`config.mk`:
```
export PLATFORM = sky130hd
export DESIGN_NAME = bus_control_unit
export DESIGN_NICKNAME = d
export VERILOG_FILES = /design/src/rtl/bus_control_unit.sv
export SDC_FILE = /design/constraint.sdc
export NUM_CORES = 1
export LEC_CHECK = 0
export CAP_MARGIN = 20
export CORE_MARGIN = 1
export CORE_UTILIZATION = 42
export DETAILED_ROUTE_END_ITERATION = 8
export HOLD_SLACK_MARGIN = 0.05
export PLACE_DENSITY = 0.63
export SYNTH_ARGS = -nofsm -noshare
export SYNTH_HDL_FRONTEND = slang
export SYNTH_SLANG_ARGS = --single-unit
```
`constraint.sdc`:
```
create_clock -name clk -period 5.45 [get_ports clk]
set_clock_uncertainty 0.15 [all_clocks]
set_input_delay 1.09 -clock clk [delete_from_list [all_inputs] [get_ports clk]]
set_output_delay 1.09 -clock clk [all_outputs]
set_load 0.02 [all_outputs]
```
`src/rtl/bus_control_unit.sv`:
```
// bus_control_unit: bus cycle sequencer with a byte prefetch queue and EU read/write access.
module bus_control_unit #(
    parameter int QUEUE_DEPTH = 8,
    parameter int WAIT_LIMIT  = 15
) (
    input  logic        clk,
    input  logic        reset,
    input  logic        readyb,
    input  logic [15:0] data_in,
    output logic [15:0] data_out,
    output logic [19:0] address_out,
    output logic [3:0]  bus_status,
    output logic        bus_upper_byte_enable,
    input  logic [15:0] ps,
    input  logic        pc_load,
    input  logic [15:0] pc_value,
    output logic [7:0]  q_data,
    output logic        q_valid,
    input  logic        q_pop,
    input  logic        suspend,
    input  logic [2:0]  eu_cmd,
    input  logic [19:0] eu_addr,
    input  logic [15:0] eu_wdata,
    input  logic        eu_word,
    output logic [15:0] eu_rdata,
    output logic        eu_done,
    output logic        eu_error
);
    localparam int AW = $clog2(QUEUE_DEPTH);
    localparam int OW = AW + 1;
    localparam int CW = $clog2(WAIT_LIMIT + 1);

    typedef enum logic [1:0] {IDLE, FETCH, EU_LO, EU_HI} state_t;
    state_t state, state_nxt;

    logic          hi_pend, discard;
    logic [CW-1:0] wcnt;
    logic [15:0]   pfp, cyc_pfp;
    logic [OW-1:0] occ;
    logic [AW-1:0] rd_ptr, wr_ptr;
    logic [7:0]    mem [QUEUE_DEPTH];
    logic          active, eu_state, done_ok, tmo, fin, split, is_wr, can_fetch, push, pop;
    logic [1:0]    n_push;

    assign active    = state != IDLE;
    assign eu_state  = state == EU_LO || state == EU_HI;
    assign done_ok   = active && !readyb;
    assign tmo       = active && readyb && wcnt == CW'(WAIT_LIMIT - 1);
    assign fin       = done_ok || tmo;
    assign split     = eu_word && eu_addr[0];
    assign is_wr     = eu_cmd == 3'd2 || eu_cmd == 3'd4;
    assign can_fetch = eu_cmd == 3'd0 && !suspend && !pc_load &&
                       ({1'b0, occ} + (OW+1)'(pfp[0] ? 1 : 2)) <= (OW+1)'(QUEUE_DEPTH);
    // a fetch overtaken by pc_load still completes on the bus but never reaches the queue
    assign push      = state == FETCH && done_ok && !discard && !pc_load;
    assign pop       = q_pop && occ != '0;
    assign n_push    = push ? (cyc_pfp[0] ? 2'd1 : 2'd2) : 2'd0;
    assign q_valid   = occ != '0;
    assign q_data    = mem[rd_ptr];

    always_comb begin
        state_nxt = state;
        if (state == IDLE)
            state_nxt = hi_pend ? EU_HI : (eu_cmd != 3'd0 && !eu_done) ? EU_LO : can_fetch ? FETCH : IDLE;
        else if (fin)
            state_nxt = IDLE;
    end

    always_comb begin
        address_out = state == FETCH ? {ps, 4'h0} + {4'h0, cyc_pfp} :
                      state == EU_LO ? eu_addr :
                      state == EU_HI ? eu_addr + 20'd1 : 20'hFFFF0;
        bus_status  = state == IDLE  ? 4'hF :
                      state == FETCH ? 4'b1001 :
                      eu_cmd == 3'd1 ? 4'b1001 :
                      eu_cmd == 3'd2 ? 4'b1010 :
                      eu_cmd == 3'd3 ? 4'b0001 :
                      eu_cmd == 3'd4 ? 4'b0010 : 4'hF;
        bus_upper_byte_enable = state == FETCH || (state == EU_LO && (eu_word || eu_addr[0]));
        data_out    = !(eu_state && is_wr) ? 16'h0 :
                      state == EU_HI ? {2{eu_wdata[15:8]}} :
                      (eu_word && !eu_addr[0]) ? eu_wdata : {2{eu_wdata[7:0]}};
    end

    always_ff @(posedge clk) begin
        if (reset) begin
            state    <= IDLE;
            hi_pend  <= 1'b0;
            discard  <= 1'b0;
            wcnt     <= '0;
            pfp      <= '0;
            cyc_pfp  <= '0;
            occ      <= '0;
            rd_ptr   <= '0;
            wr_ptr   <= '0;
            eu_done  <= 1'b0;
            eu_error <= 1'b0;
            eu_rdata <= '0;
        end else begin
            state    <= state_nxt;
            hi_pend  <= state == EU_LO && done_ok && split;
            discard  <= state == FETCH && !fin && (discard || pc_load);
            wcnt     <= (active && readyb && !tmo) ? wcnt + CW'(1) : '0;
            if (state == IDLE) cyc_pfp <= pfp;
            // a timed-out low half of a split access ends the whole access
            eu_done  <= (state == EU_LO && (tmo || (done_ok && !split))) || (state == EU_HI && fin);
            eu_error <= eu_state && tmo;
            if (state == EU_LO && done_ok && !is_wr)
                eu_rdata <= (eu_word && !eu_addr[0]) ? data_in :
                            {8'h00, eu_addr[0] ? data_in[15:8] : data_in[7:0]};
            if (state == EU_HI && done_ok && !is_wr) eu_rdata[15:8] <= data_in[7:0];
            if (pc_load) begin
                occ    <= '0;
                rd_ptr <= '0;
                wr_ptr <= '0;
                pfp    <= pc_value;
            end else begin
                occ    <= occ + OW'(n_push) - OW'(pop);
                rd_ptr <= rd_ptr + AW'(pop);
                wr_ptr <= wr_ptr + AW'(n_push);
                pfp    <= pfp + 16'(n_push);
            end
        end
    end

    always_ff @(posedge clk) begin
        if (push) begin
            if (cyc_pfp[0]) mem[wr_ptr] <= data_in[15:8];
            else begin
                mem[wr_ptr]         <= data_in[7:0];
                mem[wr_ptr + AW'(1)] <= data_in[15:8];
            end
        end
    end
endmodule

```
==> metrics.txt <==
htree depth=4; DR vias/cell=5.350; Die H=142.0 µm; CTS Buffer Depth=2; hold crit path type=reg2reg; mux contribution to synthesized area=13.38%; maximum vdd drop=258.8 µV; Horiz. Die Dim=142.0 µm; vias in the first global route=6639; Synth async-reset ratio=0%; CP arrival=3.96 ns; drt first-iter violations=414; highest metal used=met5; Worst-Margin Slew=1.001 ns; Rel. slew slack=32.82%; layout cells sized above 1=11.89%; PwrDens=260.9 nW/µm²; Synth Area in Adders=5.636%; gpl congestion=0.9532; worst path cell trace=clkdlybuf4s50_1 -> ha_1 -> inv_1 -> fa_1 -> nor2b_1 -> o2111ai_1 -> and3_1 -> o31ai_4 -> or4_1 -> and3_1 -> clkdlybuf4s50_1; Buffers on Ports=161; Root Driver=clkbuf_16; detailed-route via count=7014; Inserted Clock Buffers=17; routed length on met1=11060 µm; Critical Path Sink Type=output port; DP Area=10090 µm²; met3 routed WL=1232 µm; Syn Std Cell Area=8237 µm²; CTS tree=yes; TNS Setup=0 ns; first-pass GRT wire length=37150 µm; prevailing post-synth register cell=dfxtp_1; EDFF count, synth=64; fin crit share=95.35%; Pleak=3.930 nW; overall global routing resource usage=24.34%; Final #Nets=1165; CP max stage cell=clkdlybuf4s50_1; drt drc=0; Netlist cell types=64; die area=20180 µm²; Setup crit start kind=input port; Core Region=18960 µm²; RSZ-0062 raised after global routing=false; Post-DP HPWL=17100 µm; Final setup viols=0; post-synthesis simple-gate area fraction=18.44%; DRT Pass-1 Iters=7; routed wire length=23540 µm; yosys warns=0; Req. time, crit path=4.21 ns; Compound-Gate Fraction of Synth Area=13.20%; min Tclk post-route=5.197 ns; Synth Area in XOR/XNOR=5.210%; # fillers=1690; flops & latches, synth=132; slowest stage delay, CP=0.59 ns; syn avg cell area=9.234 µm²; Area Growth Syn to Fin=29.41%; largest net degree at the start of global routing=41; WL met2=10960 µm; Critical Path Fanout Max=4; WS Path Type=in2out; Routed Antenna Nets=0; IO Count=162; initial antenna violation count=2; status=complete, no violations; post-CTS setup buffer count=0; max-cap violations=0; site row count=50; Wirelength per Cell=17.95 µm; max frequency=0.1924 GHz; Clock Pin Slew Worst Setup and Hold Paths=0.07 ns; final hold vios=0; largest family of logic cells by synthesized area=simple AND/OR/NAND/NOR gates; latest clock arrival within the worst-skew pair=0.42 ns; Ant. Diodes=0; Synth Net Count=1019; initial cell density of the core=43.45%; # clock sinks=132; post-synthesis cell count=892; post-route cell area=10660 µm²; Slew Viols, Final=0; most common cell after layout, fill and taps aside=clkdlybuf4s50_1; GR Overflow Total=0; sequential fraction of the synthesis area=39.86%; most frequent cells in the layout=clkdlybuf4s50_1 (160), nand2_1 (131), nor2_1 (88)
[metrics by stage]
step                      total power, mW  hold WS (ns)  cells  utilization, %  worst slack (ns)
final                               2.781        0.3058   1311           56.23            0.2533
after global routing                2.898        0.3304   1311           56.23           0.05862
after CTS                           2.794        0.3122   1311           56.16           0.09551
after detailed placement            1.706        0.3028   1279           53.21            0.1086
after global placement              1.703        0.2951   1279           53.21            0.1454
after floorplan                     1.470        0.2797    892               -             1.271
[registers in the layout (all words and copies together), names as in the netlist, 2 cells and up]
register	flops
eu_rdata	16
state	2
pfp	16
cyc_pfp	16
wr_ptr	3
wcnt	4
mem	64
occ	4
rd_ptr	3
[timing repair]
action	4_1_cts	5_1_grt
setup endpoints to repair	0	2
gates resized for setup	0	2
hold buffers	0	0
[cell usage after synthesis, drive strengths merged, types with 2 or more instances]
cell,n,area share [%]
a311o,2,0.24
dfxtp,68,17
nand3,20,1.2
and3,12,0.91
and2,9,0.68
o21a,10,0.91
mux2i,28,3.4
xor2,21,2.2
o211ai,3,0.27
o31ai,2,0.18
or3,8,0.67
maj3,2,0.26
a32oi,2,0.21
mux2,41,5.6
nand4,6,0.46
nand2b,4,0.30
a21o,7,0.64
or2,4,0.30
xnor2,28,3.0
a22oi,14,1.3
ha,29,4.4
clkbuf,41,1.9
or4,3,0.27
and4,2,0.21
o21ai,25,1.5
nor2,90,4.3
fa,4,0.97
nor4,2,0.33
a21oi,86,5.2
inv,36,1.6
a211oi,11,1.0
mux4,16,4.4
buf,11,0.76
nor3,15,1.4
a31oi,6,0.46
nor3b,6,0.61
o22ai,4,0.30
nor2b,7,0.53
edfxtp,64,23
nand2,131,6.0
[cell families after synthesis]
family	count (synthesis)
multiplexers	85
AND/OR/NAND/NOR	322
buffers and inverters	88
adder cells (fa/ha/maj)	35
XOR/XNOR	49
AO/OA/AOI/OAI	181
flip-flops	132
[metal layers]
metal  track usage, %  vias to the layer above
met3            4.677                       21
met2            38.91                      208
li1                 -                     3478
met1            33.86                     3305
met5                0                        -
met4            5.716                        2
[critical path, delay by kind of cell]
family | cells | cell delay, ns
compound gates | 2 | 0.47
fa+ha+maj | 2 | 0.59
simple gates | 4 | 0.69
buf+inv | 3 | 1.11
[final cells by class]
type	count	area, µm²	share of cell area, %
clock inverters	15	132.6	1.244
clock buffers	17	425.4	3.991
flip-flops and latches	132	3283	30.80
inverters	36	135.1	1.268
well taps	260	325.3	3.052
repair buffers	179	1742	16.34
multi-input cells	672	4616	43.30
[report_power, final]
| part | leakage, nW | switching [mW] | internal, mW |
|---|---|---|---|
| Clock | 0.267 | 0.493 | 0.602 |
| Sequential | 1.13 | 0.0309 | 1.07 |
| Combinational | 2.53 | 0.299 | 0.286 |
[final timing paths]
check,start,end,slack [ns],depth (start not counted)
worst max register to register,state[0]$_SDFFE_PP0P_,pfp[10]$_SDFF_PP0_,1.82,12
worst max-delay path,ps[0],address_out[16],0.25,11
worst min-delay path,pfp[14]$_SDFF_PP0_,cyc_pfp[14]$_SDFFE_PP0P_,0.31,2
worst min register to register,pfp[14]$_SDFF_PP0_,cyc_pfp[14]$_SDFFE_PP0P_,0.31,2
No activity file was read; power rests on OpenSTA's default activity.
